<file path="src/rtl/poker_round_controller.sv">
// Poker round sequencer: deal, process, settle, latch result and keep score.
// Deal and process phases are guarded by a shared timeout counter.
module poker_round_controller #(
  parameter int SETTLE_CYCLES  = 4,
  parameter int TIMEOUT_CYCLES = 1023
) (
  input  logic       clk,
  input  logic       rst,
  input  logic       start_job,
  input  logic       clr_scores,
  input  logic       deal_done,
  input  logic       proc_done,
  input  logic       winner,
  input  logic [2:0] card_level_p1,
  input  logic [2:0] card_level_p2,
  output logic       deal_start,
  output logic       busy,
  output logic       result_valid,
  output logic       round_winner,
  output logic [2:0] round_level,
  output logic [7:0] p1_wins,
  output logic [7:0] p2_wins,
  output logic [7:0] round_count,
  output logic       timeout_err
);

  typedef enum logic [2:0] {
    IDLE, DEAL, PROCESS, SETTLE, LATCH, ERROR
  } state_t;

  localparam logic [9:0] TO_LIM = 10'(TIMEOUT_CYCLES);
  localparam logic [3:0] ST_LD  = 4'(SETTLE_CYCLES - 1);

  state_t     state;
  logic       start_q;
  logic [9:0] tcnt;
  logic [3:0] scnt;
  logic [9:0] tnext;
  logic       start_ev;

  assign tnext    = tcnt + 10'd1;
  assign start_ev = start_q & ~start_job;

  function automatic logic [7:0] sat_inc(input logic [7:0] v);
    return (v == 8'hFF) ? v : v + 8'd1;
  endfunction

  always_ff @(posedge clk or negedge rst) begin
    if (!rst) begin
      state        <= IDLE;
      start_q      <= 1'b0;
      tcnt         <= '0;
      scnt         <= '0;
      deal_start   <= 1'b0;
      busy         <= 1'b0;
      result_valid <= 1'b0;
      round_winner <= 1'b0;
      round_level  <= '0;
      p1_wins      <= '0;
      p2_wins      <= '0;
      round_count  <= '0;
      timeout_err  <= 1'b0;
    end else begin
      start_q      <= start_job;
      result_valid <= 1'b0;
      unique case (state)
        IDLE: begin
          if (start_ev) begin
            state       <= DEAL;
            busy        <= 1'b1;
            deal_start  <= 1'b1;
            tcnt        <= '0;
            timeout_err <= 1'b0;
          end
        end
        DEAL: begin
          tcnt <= tnext;
          // timeout takes priority over a late deal_done
          if (tnext == TO_LIM) begin
            state       <= ERROR;
            deal_start  <= 1'b0;
            timeout_err <= 1'b1;
          end else if (deal_done) begin
            state      <= PROCESS;
            deal_start <= 1'b0;
            tcnt       <= '0;
          end
        end
        PROCESS: begin
          tcnt <= tnext;
          if (tnext == TO_LIM) begin
            state       <= ERROR;
            timeout_err <= 1'b1;
          end else if (proc_done) begin
            state <= SETTLE;
            scnt  <= ST_LD;
          end
        end
        SETTLE: begin
          if (scnt == 4'd0) begin
            state        <= LATCH;
            result_valid <= 1'b1;
            round_winner <= winner;
            round_level  <= winner ? card_level_p2 : card_level_p1;
            round_count  <= sat_inc(round_count);
            if (winner) p2_wins <= sat_inc(p2_wins);
            else        p1_wins <= sat_inc(p1_wins);
          end else begin
            scnt <= scnt - 4'd1;
          end
        end
        LATCH: begin
          state <= IDLE;
          busy  <= 1'b0;
        end
        ERROR: begin
          state <= IDLE;
          busy  <= 1'b0;
        end
        default: begin
          state <= IDLE;
          busy  <= 1'b0;
        end
      endcase
      if (clr_scores) begin
        p1_wins     <= '0;
        p2_wins     <= '0;
        round_count <= '0;
      end
    end
  end

endmodule

</file>
<file path="config.mk">
export PLATFORM = sky130hd
export DESIGN_NAME = poker_round_controller
export DESIGN_NICKNAME = d
export VERILOG_FILES = /design/src/rtl/poker_round_controller.sv
export SDC_FILE = /design/constraint.sdc
export NUM_CORES = 1
export LEC_CHECK = 0
export ABC_CLOCK_PERIOD_IN_PS = 4250
export BUFFER_PORTS_ARGS = -buffer_cell sky130_fd_sc_hd__clkbuf_2
export CELL_PAD_IN_SITES_DETAIL_PLACEMENT = 1
export CELL_PAD_IN_SITES_GLOBAL_PLACEMENT = 1
export CORE_ASPECT_RATIO = 2
export CORE_UTILIZATION = 48
export CTS_BUF_LIST = sky130_fd_sc_hd__clkbuf_4 sky130_fd_sc_hd__clkbuf_8
export DETAILED_ROUTE_END_ITERATION = 7
export GPL_TIMING_DRIVEN = 1
export PLACE_DENSITY_LB_ADDON = 0.1
export SLEW_MARGIN = 20
export SYNTH_ARGS = -nofsm -noshare
export SYNTH_HDL_FRONTEND = slang
export SYNTH_SLANG_ARGS = --single-unit
</file>
<file path="constraint.sdc">
create_clock -name clk -period 4.25 [get_ports clk]
set_clock_uncertainty 0.1 [all_clocks]
set_input_delay 0.85 -clock clk [delete_from_list [all_inputs] [get_ports clk]]
set_output_delay 0.85 -clock clk [all_outputs]
set_load 0.005 [all_outputs]
</file>
-- Word-level counts from Yosys, hierarchy flattened
Cells that the tools add are included.
- equal/unequal tests: 19
- mux-type cells: 40
- magnitude comparators: 0
- shift operators: 0
- bitwise logic cells: 3
- $add $sub $neg: 5
- divide/modulo/power cells: 0
- multipliers: 0
- reduce and logical (&&, ||, !) cells: 21
- operators with widths (kind ; count):
    $mux 8 ; 14
    $mux 10 ; 3
    $pmux 10 s3 ; 1
    $add 8x1->8 const B ; 3
    $eq 8x8->1 const B ; 3
    $mux 3 ; 7
    $ne 2x2->1 const B ; 9
    $reduce_and 4->1 ; 4
    $mux 4 ; 3
    $pmux 3 s4 ; 1
    $reduce_bool 2->1 ; 6
    $add 10x1->10 const B ; 1
    $eq 10x10->1 const B ; 1
    $reduce_and 3->1 ; 3
    $pmux 4 s2 ; 1
    $mux 1 ; 7
    $eq 3x2->1 const B ; 2
    $ne 3x3->1 const B ; 2
    $pmux 1 s2 ; 3
    $reduce_and 2->1 ; 3
    $logic_not 4->1 ; 1
    $sub 4x1->4 const B ; 1
    $eq 3x1->1 const B ; 1
    $logic_not 3->1 ; 1
    6 further kinds ; 7
- input bits: 13
- register bits: 50
- memories kept: 0
- bits in latches: 0
- word-level logic and storage cells: 101
- output and inout port bits: 32
- memory bits (read-only): 0
- memory bits (writable): 0

-- Depth between registers and ports, before layout
- word-level depth: 6
- depth in mapped cells: 8
- depth with buffers taken out: 7

-- Worst setup path before layout
OpenSTA, ideal clock, no wires.
- path kind: in2reg
- start: input port winner
- end: register p1_wins[7]
- path buffers: 2
- path slack: 1969 ps
- arrival time: 2049 ps
- data required time: 4018 ps
- stages: 6
- library setup time: 132 ps
- cells stage by stage: clkbuf_1 -> or3_1 -> clkbuf_1 -> nor4_1 -> xnor2_1 -> nor2_1
- longest elaborated chain between the ends: 2
- RTL lines (item ; RTL line ; RTL):
    start, declared ; 13 ; input logic winner,
    $ne 2x2->1 (no line) ; -- ;
    $reduce_and 4->1 (no line) ; -- ;
    end signal, assigned ; 107 ; else p1_wins <= sat_inc(p1_wins);
    end, declared ; 21 ; output logic [7:0] p1_wins,
Every way passes these cells.
A chain may end at the register's enable or synchronous reset.

-- Final worst setup path
- start: register tcnt[0]
- end: register state[0]
- longest elaborated chain between the ends: 4
- elaborated cells between the ends (all ways): 8
- those cells by class: add/sub: 1; eq/ne: 3; mux: 3; reduce/logical: 1
- RTL lines (item ; RTL line ; RTL):
    start, declared ; 36 ; logic [9:0] tcnt;
    start signal, assigned ; 77 ; tcnt <= tnext;
    start signal, assigned ; 90 ; tcnt <= tnext;
    $add 10x1->10 (*) ; 41 ; assign tnext = tcnt + 10'd1;
    $eq 10x10->1 (*) ; 79, 91 ;
    $ne 3x3->1 (no line), or another cell as far along ; -- ;
    $reduce_and 4->1 (no line) or $pmux 3 s4 (tied branches) ; -- ;
    end signal, assigned ; 80 ; state <= ERROR;
    end signal, assigned ; 92 ; state <= ERROR;
    end signal, assigned ; 95 ; state <= SETTLE;
    end, declared ; 34 ; state_t state;
Every way passes the cells marked *; elsewhere a longest branch is shown, timed or not.

==> summary.md <==
| Metric | Value |
|---|---|
| Layout cell share with drive strength beyond 1 | 19.57% |
| Reg power frac | 48.6% |
| Most frequent cells in the layout | dfrtp_1, clkbuf_2, nor2_1 |
| Most common cell after layout, fill and taps aside | dfrtp_1 |
| Seq/Total Area, Yosys | approximately 47% |
| CTS sink count | 50 |
| Root Driver | clkbuf_8 |
| Cts repair resizes | 0 |
| Vias in the first global route | 2347 |
| Full die area | 5904 um2 |
| Worst Path Arrival | approximately 2700 ps |
| Clock share of power | 21.6% |
| CP endpoint kind | flop |
| Nets@finish | 340 |
| H-tree Lvls | 2 |
| # port buffers | 44 |
| TritonCTS buffer count | 5 |
| DP Area | 2953 um2 |
| Post-Synthesis Cells | 277 |
| Setup TNS | 0 ps |
| Clk buf depth | 2 |
| Ys Warns | 0 |
| Rows | 38 |
| CP Data Required Time | 4340 ps |
| Int Pwr | approximately 0.85 mW |
| Fmax | 387.5 MHz |
| Fin crit period | about 2600 ps |
| DR iter-0 viols | 25 |
| Post-Layout Inst Area | 3048 um2 |
| Diodes inserted | 0 |
| Initial antenna violation count | 0 |
| Most used flip-flop cell after synthesis | dfrtp_1 |
| Hold endpoint | round_level[1]$_DFFE_PN0P_ |
| Routed WL | 6.798 mm |
| Seq cells post-synth | 50 |
| IR Drop Worst-Case VDD | 0.3905 mV |
| Final Hold Viols | 0 |
| Tot Pwr | 1.349 mW |
| Outcome | finished, final reports clean |
| I/O pin cnt | between 40 and 50 |
| Global-route wire length before repair | between 10 and 15 mm |
| DP Cell Count | 374 |
| Sw power | 0.5018 mW |
| Postcts setup bufs | 0 |
| Setup violators final | 0 |
| TritonCTS clock tree | built |
| Rel. slew slack | 40.52% |
| Worst reg2reg path depth | 6 |
| DIE WIDTH | 54.84 um |
| Crit path kind | reg2reg |
| Die Span Y | roughly 110 um |
| Tightest Hold Check Type | reg2reg |
| Leak | around 1.4 nW |
| Total number of vias | 2261 |
| Library cells used by synthesis | 50 |
| Unrepaired setup endpoints after global routing | false |
| DR WL/cell | roughly 18 um |
| Grt ovf | 0 |
| Drt via density | 5.919 |
| HP Start | round_level[1]$_DFFE_PN0P_ |
| Period Utilization, post-route | between 60% and 70% |
| DP HPWL | between 5 and 6 mm |
| Reg2reg start | tcnt[0]$_DFFE_PN0P_ |
| Syn nets | 296 |
| Crit start category | flop |
| Max_cap viols | 0 |
| Logic pwr share | between 20% and 30% |
| Switching part of the total | a little under two fifths |
| Cell Area, Synth | ~2700 um2 |
| Synthesized area per cell | 9.675 um2 |
| Largest net degree at the start of global routing | 39 |
| Async SR Flop Fraction | 100.0% |
| Count of flip-flops with a built-in enable after synthesis | 0 |
| Power Density | roughly 440 nW/um2 |
| GRT Total Usage | 25.42% |
| Hold Path Cell Cnt | 2 |
| Hold_buf cts | 0 |
| Post-DRT Antenna Nets | 0 |
| CTS clock-pin slew for the worst setup and hold paths | 90 ps |
| Worst-Skew Late Latency | 300 ps |
| First-pass iteration count of the detailed router | 4 |
| Placer Congestion | 0.8059 |
| Initial Util | 49.45% |
| Core ar. | 5420 um2 |
| Slew Limit Fails | 0 |
| Worst-margin pin slew | 892.2 ps |
| R2R Setup Slk | 1670 ps |
| Residual DRC count | 0 |
| Finished Layout Cells | 382 |
| Layout area overhead | 13.73% |
| Worst R2R End | state[0]$_DFFE_PN0P_ |
| CP max FO | 10 |
==> registers in the layout (all words and copies together), names as in the netlist <==
register and flops:
tcnt 10, scnt 4, round_count 8, p2_wins 8
state 3, deal_start 1, p1_wins 8, round_level 3
start_q 1, result_valid 1, timeout_err 1, round_winner 1
busy 1
==> critical path: stages, from the launching register on <==
cell       delay, ps
dfrtp_1          430
ha_1             280
nand3_2          150
or3_4            400
a2111oi_4        680
nor4b_1          120
a2111o_1         300
==> layout make-up <==
type                            count  area (um2)
Fill cell                         637        2372
Tap cell                           60       75.07
Clock inverter                      1       5.005
Sequential cell                    50        1251
Multi-Input combinational cell    212        1373
Inverter                            7       26.28
Clock buffer                        7       90.09
Timing Repair Buffer               45       227.7
==> synth_stat cells, drive strengths merged (2+ instances only) <==
cell type | count | area (um2)
and4 | 2 | 17.52
nand3 | 9 | 50.05
or3b | 3 | 26.28
o2111ai | 2 | 17.52
nor2 | 35 | 131.4
a2111oi | 3 | 63.81
a221o | 2 | 20.02
and3 | 5 | 31.28
dfrtp | 50 | 1251
ha | 6 | 75.07
or2 | 2 | 12.51
nor4b | 3 | 26.28
o22ai | 3 | 18.77
nand4 | 6 | 37.54
nor4bb | 2 | 20.02
nor4 | 3 | 18.77
inv | 7 | 26.28
nor3b | 4 | 30.03
nand3b | 2 | 15.01
nand2b | 6 | 37.54
a21oi | 10 | 50.05
or3 | 6 | 42.54
nor3 | 9 | 50.05
xnor2 | 15 | 131.4
a211oi | 2 | 20.02
mux2i | 6 | 60.06
clkbuf | 7 | 26.28
xor2 | 8 | 70.07
nand2 | 25 | 93.84
o21ai | 21 | 105.1
==> logic make-up after synthesis <==
| family | count (synthesis) | synth area share, % |
|---|---|---|
| AND/OR/NAND/NOR | 125 | 24.84 |
| AO/OA/AOI/OAI | 52 | 13.82 |
| flip-flops | 50 | 46.69 |
| XOR/XNOR | 23 | 7.517 |
| buffers and inverters | 15 | 2.101 |
| multiplexers | 6 | 2.241 |
| adder cells (fa/ha/maj) | 6 | 2.801 |
==> through the flow <==
step                util [%]  hold WS [ps]  setup slack, ps
floorplan                  -         369.8             1969
global placement       54.48         361.2             1719
detailed placement     54.48         370.9             1668
CTS                    56.23         391.8             1658
global route           56.23         426.7             1549
finish                 56.23         383.9             1669
==> power by group through the flow <==
stage | sequential, mW | clock (mW) | combinational, mW
after floorplan | 0.613 | 0 | 0.301
after global placement | 0.658 | 0 | 0.400
after detailed placement | 0.663 | 0 | 0.407
after CTS | 0.654 | 0.305 | 0.410
after global routing | 0.667 | 0.316 | 0.450
final | 0.656 | 0.291 | 0.402
==> how the worst max path moves through the flow <==
stage | slack [ps] | start | endpoint
after floorplan | 1970 | winner | p1_wins[7]$_DFFE_PN0P_
after global placement | 1720 | tcnt[0]$_DFFE_PN0P_ | state[0]$_DFFE_PN0P_
after detailed placement | 1670 | tcnt[0]$_DFFE_PN0P_ | state[0]$_DFFE_PN0P_
after CTS | 1660 | tcnt[0]$_DFFE_PN0P_ | state[0]$_DFFE_PN0P_
after global routing | 1550 | tcnt[1]$_DFFE_PN0P_ | state[0]$_DFFE_PN0P_
final | 1670 | tcnt[0]$_DFFE_PN0P_ | state[0]$_DFFE_PN0P_
==> per-layer routing <==
metal / track usage, % / vias to the layer above / share of wire, %
li1: - / 1080 / -
met2: 47.59 / 41 / 59
met5: 0 / - / 0
met3: 3.390 / 14 / 2.1
met4: 10.26 / 0 / 2.4
met1: 25.79 / 1126 / 37
Note: power is estimated with default switching activity, not from simulation.
